File: src/rtl/store_write_buffer.sv
// store_write_buffer
//   Posted-store buffer between the processor data-memory port and a slower
//   valid/ready data memory. Stores are accepted in one cycle and drained in
//   FIFO order. The processor is stalled only when the buffer is full. Loads
//   whose word address matches a buffered store receive the youngest
//   matching data.
//
// Ports
//   clk        system clock, rising edge
//   reset      asynchronous active-high reset, discards all pending stores
//   MemWrite   processor store strobe
//   DataAdr    processor byte address (store or load)
//   WriteData  processor store data
//   RdEn       processor load uses DataAdr this cycle
//   Stall      MemWrite while full (combinational)
//   FwdHit     load word address matches a buffered entry (combinational)
//   FwdData    data of the youngest matching entry, 0 when no hit
//   mem_valid  head entry presented to memory
//   mem_addr   head entry address
//   mem_wdata  head entry data
//   mem_ready  memory accepts the head entry this cycle
//   count      number of valid entries
module store_write_buffer #(
  parameter int DEPTH = 4,
  parameter int AW    = 32,
  parameter int DW    = 32
) (
  input  logic                     clk,
  input  logic                     reset,
  input  logic                     MemWrite,
  input  logic [AW-1:0]            DataAdr,
  input  logic [DW-1:0]            WriteData,
  input  logic                     RdEn,
  output logic                     Stall,
  output logic                     FwdHit,
  output logic [DW-1:0]            FwdData,
  output logic                     mem_valid,
  output logic [AW-1:0]            mem_addr,
  output logic [DW-1:0]            mem_wdata,
  input  logic                     mem_ready,
  output logic [$clog2(DEPTH):0]   count
);

  localparam int PW = $clog2(DEPTH);
  localparam int CW = PW + 1;

  logic [AW-1:0] r_addr [DEPTH];
  logic [DW-1:0] r_data [DEPTH];
  logic [PW-1:0] r_head;
  logic [PW-1:0] r_tail;
  logic [CW-1:0] r_count;

  logic          w_full;
  logic          w_empty;
  logic          w_push;
  logic          w_pop;
  logic          w_hit;
  logic [DW-1:0] w_fdata;
  logic [PW-1:0] w_idx;

  assign w_full  = (r_count == CW'(DEPTH));
  assign w_empty = (r_count == '0);
  // Push is gated on the registered full flag, so a slot freed by a pop
  // this cycle is only usable at the following edge.
  assign w_push  = MemWrite && !w_full;
  assign w_pop   = !w_empty && mem_ready;

  always_ff @(posedge clk or posedge reset) begin
    if (reset) begin
      r_head  <= '0;
      r_tail  <= '0;
      r_count <= '0;
    end else begin
      if (w_push) r_tail <= r_tail + 1'b1;
      if (w_pop)  r_head <= r_head + 1'b1;
      case ({w_push, w_pop})
        2'b10:   r_count <= r_count + 1'b1;
        2'b01:   r_count <= r_count - 1'b1;
        default: r_count <= r_count;
      endcase
    end
  end

  // Entry contents need no reset; validity is tracked by head/count.
  always_ff @(posedge clk) begin
    if (w_push) begin
      r_addr[r_tail] <= DataAdr;
      r_data[r_tail] <= WriteData;
    end
  end

  // Walk entries from oldest to youngest so the last match seen is the
  // youngest. Only slots within count of head are live; an entry being
  // popped this cycle is still live here.
  always_comb begin
    w_hit   = 1'b0;
    w_fdata = '0;
    w_idx   = '0;
    for (int unsigned i = 0; i < DEPTH; i++) begin
      w_idx = r_head + PW'(i);
      if (RdEn && (CW'(i) < r_count) &&
          (r_addr[w_idx][AW-1:2] == DataAdr[AW-1:2])) begin
        w_hit   = 1'b1;
        w_fdata = r_data[w_idx];
      end
    end
  end

  assign Stall     = MemWrite && w_full;
  assign FwdHit    = w_hit;
  assign FwdData   = w_fdata;
  assign mem_valid = !w_empty;
  assign mem_addr  = r_addr[r_head];
  assign mem_wdata = r_data[r_head];
  assign count     = r_count;

endmodule

File: config.mk
export PLATFORM = sky130hd
export DESIGN_NAME = store_write_buffer
export DESIGN_NICKNAME = d
export VERILOG_FILES = /design/src/rtl/store_write_buffer.sv
export SDC_FILE = /design/constraint.sdc
export NUM_CORES = 1
export LEC_CHECK = 0
export ABC_CLOCK_PERIOD_IN_PS = 4450
export BUFFER_PORTS_ARGS = -buffer_cell sky130_fd_sc_hd__buf_2
export CAP_MARGIN = 25
export CORE_ASPECT_RATIO = 1.5
export CORE_MARGIN = 4
export CORE_UTILIZATION = 36
export CTS_BUF_LIST = sky130_fd_sc_hd__clkbuf_4 sky130_fd_sc_hd__clkbuf_8
export CTS_CLUSTER_SIZE = 12
export DETAILED_ROUTE_END_ITERATION = 8
export PLACE_DENSITY = 0.55
export SLEW_MARGIN = 15
export SYNTH_ARGS = -nofsm -noshare
export SYNTH_HDL_FRONTEND = slang
export SYNTH_SLANG_ARGS = --single-unit
File: constraint.sdc
create_clock -name clk -period 4.45 [get_ports clk]
set_clock_uncertainty 0.15 [all_clocks]
set_input_delay 0.6675 -clock clk [delete_from_list [all_inputs] [get_ports clk]]
set_output_delay 0.6675 -clock clk [all_outputs]
set_load 0.01 [all_outputs]
==> impl_metrics.tcl <==
set metrics [dict create \
    synth_cells 1494 \
    drv_cap 0 \
    gp_congestion 0.855 \
    p_comb_frac 0.593 \
    cts_made_buffers 43 \
    setup_viol 33 \
    ys_seq_elements 263 \
    most-common-layout-cells "256 x edfxtp_1, 183 x mux2i_1, 169 x buf_2, 129 x buf_4, 106 x nor2_1" \
    finish.instance_area_um2 22400 \
    p_per_area_nw_per_um2 651 \
    synth_ff_type "edfxtp_1" \
    synth_enable_flop_cells 256 \
    finalHoldViolations 0 \
    firstDrtPassIters 5 \
    synth_fp_nets 1572 \
    switching_power_mw 6.08 \
    drt-initial-drc-count 770 \
    violations "setup timing" \
    wirelength_um 58400 \
    ant_nets 0 \
    fin_nets 1826 \
    core-area_um2 49500 \
    fmax_ghz 0.199 \
    h-tree-depth 2 \
    fp.dieW_um 190 \
    synth_largest_area_cell "edfxtp_1" \
    vias 13900 \
    path_cells "buf_4 > inv_8 > buf_4 > mux2i_4 > xnor2_2 > nand4_1 > or4b_4 > or3_4 > buf_12 > a211oi_2 > a311oi_1 > a21oi_1 > buf_2" \
    hpwl_um 38100 \
    p_sw_frac 0.417 \
    crit_arrival_ns 4.21 \
    syn_area_per_cell_um2 12.0 \
    synth_seq_area_share 0.438 \
    critPathMostFrequentCell "buf_4" \
    slowest_stage "or4b_4" \
    clk_latency_ns 0.58 \
    die_y_um 282 \
    required_ns 3.63 \
    hold_class "input port to flop" \
    dp_cells 2331 \
    area_delta_synth_final_pct 24.8 \
    via_per_inst 5.69 \
    place_area_um2 20400 \
    instances_no_fill 2448 \
    wl_per_cell_um 23.8 \
    start_util 0.362 \
    fin_crit_ns 5.02 \
    grt_use_total 0.206 \
    rsz0062_at_grt "yes" \
    dieArea_um2 53600 \
    port_buffers 170 \
    p_int_mw 8.51 \
    clock_sinks 263 \
    synth.top_cells.by_area "edfxtp_1 43%, mux2i_1 11%, mux4_2 7.0%" \
    cp-start-kind "flop" \
    power.leakage_nw 8.25 \
    slew_viol_final 0 \
    cp_max_fo 15 \
    cts.clk_slew.worst_paths_ns 0.06 \
    regToRegSetupSlack_ns 1.53 \
    cts_tree "done" \
    synth_cell_types 64 \
    drc 0 \
    mostFrequentLayoutCell "edfxtp_1" \
    irDropWorstVdd_mv 0.421 \
    totalNegativeSetupSlack_ns -15.73 \
    clk_path_buf_depth 3 \
    root_buffer "clkbuf_8" \
    yosys_warnings 0 \
    seq_power_share 0.248 \
    grt_max_degree 178 \
    synth_top_area_share 0.428 \
    grt_pass1_wl_um 85300 \
    ys_async_sr_fraction 0.0266 \
    fin_ws_ns -0.573 \
    final_layout_size_suffix_gt1_frac 0.375 \
    relSlewSlack 0.345 \
    fin_crit_sh 1.13 \
    num_rows 100 \
    slowest_delay_ns 0.59 \
    worst_pin_slew_ns 0.982 \
    synth.cell_area_um2 18000 \
    p_clk_frac 0.158 \
    ios 171 \
    path_buf_inv 5 \
    gr-total-overflow 0 \
    criticalPathCategory "flop to output port" \
    antenna_found_initial 6 \
    path_delay_family "simple AND/OR/NAND/NOR gates" \
    fin_hold_ws_ns 0.162 \
    grt_pass1_vias 14100 \
    outcome "finished, violations left" \
    end_kind "output port" \
]
==> final timing paths <==
path,from,endpoint,depth (start not counted)
worst min register to register,count[1]$_DFFE_PP0P_,count[1]$_DFFE_PP0P_,2
min in group asynchronous,reset,count[1]$_DFFE_PP0P_,3
worst min-delay path,WriteData[30],r_data[3][30]$_DFFE_PP_,1
max in group asynchronous,reset,r_head[0]$_DFFE_PP0P_,3
worst max register to register,count[0]$_DFFE_PP0P_,r_addr[0][11]$_DFFE_PP_,6
worst max-delay path,r_head[0]$_DFFE_PP0P_,FwdData[7],13
==> repair_timing <==
action | 4_1_cts | 5_1_grt
hold buffers | 1 | 0
gates cloned | 7 | 4
setup endpoints to repair | 33 | 33
resized for setup | 72 | 54
hold endpoints to repair | 7 | 0
pin swaps | 21 | 21
buffers inserted | 16 | 7
==> per-layer routing <==
metal | track usage | share of wire | vias to the layer above
met4 | 0.0789 | 0.037 | 8
met2 | 0.390 | 0.54 | 433
met3 | 0.0316 | 0.049 | 109
li1 | - | - | 6411
met1 | 0.232 | 0.38 | 6973
met5 | 0 | 0.00082 | -
==> worst reg2reg max path, cell delays in order, from the launching register on <==
cell and delay (ns):
dfrtp_1 0.36, buf_4 0.16, inv_1 0.07, ha_1 0.22, a21boi_1 0.50, and2_4 0.77
buf_12 0.32
==> state kept, by name, indices dropped and copies added, names as in the netlist <==
signal,cells
r_head,2
r_data,128
count,3
r_tail,2
r_addr,128
==> area by class of cell <==
type                       count  area (µm²)
antenna                        4        10.0
clock buffer                  53         667
clock inverter                25         240
fill                        4620       27100
inverter                      11        48.8
multi-input combinational   1066        9730
sequential                   263        7870
tap                          663         830
timing repair buffer         363        3020
==> synth_stat cells (4+ instances only) <==
master,count
edfxtp_1,256
mux2i_1,202
nor2_1,106
xnor2_1,98
clkbuf_1,76
mux4_2,56
or3_1,56
a31oi_1,45
a21oi_1,40
mux2_2,39
o21ai_0,37
buf_2,36
o2111ai_1,33
a211oi_1,29
a211oi_2,29
nand2_1,29
a22oi_2,26
a21boi_0,25
nor2b_1,25
o31a_1,24
a211o_1,22
xor2_1,21
nand4_1,19
buf_1,17
buf_6,12
inv_1,11
a31o_2,10
ha_1,9
buf_4,8
nand3_1,8
o22ai_1,8
a221oi_1,7
dfrtp_1,7
nor3_1,7
and2_1,6
nor3b_1,5
nor4_1,5
a311oi_1,4
o311a_1,4
==> cell families after synthesis <==
| logic type | after synthesis | synth area share |
|---|---|---|
| AOI/OAI and AO/OA | 359 | 0.160 |
| muxes | 299 | 0.209 |
| and+or+nand+nor | 280 | 0.0816 |
| DFF | 263 | 0.438 |
| buffers and inverters | 165 | 0.0477 |
| xor gates and xnor gates | 119 | 0.0580 |
| adders and majority gates | 9 | 0.00627 |
==> power groups by stage <==
stage / logic (mW) / clock network (mW) / registers [mW]
after floorplan: 5.55 / 0 / 3.56
after global placement: 7.94 / 0 / 3.62
after detailed placement: 8.03 / 0 / 3.65
after CTS: 8.49 / 2.40 / 3.61
after global routing: 9.27 / 2.47 / 3.68
final: 8.66 / 2.31 / 3.63
==> through the flow <==
stage | util | power, mW | setup WS, ns
after floorplan | - | 9.11 | 0.339
after global placement | 0.411 | 11.6 | -0.393
after detailed placement | 0.411 | 11.7 | -0.386
after CTS | 0.444 | 14.5 | -0.629
after global routing | 0.452 | 15.4 | -0.740
final | 0.452 | 14.6 | -0.573
Note: power is estimated with default switching activity, not from simulation.
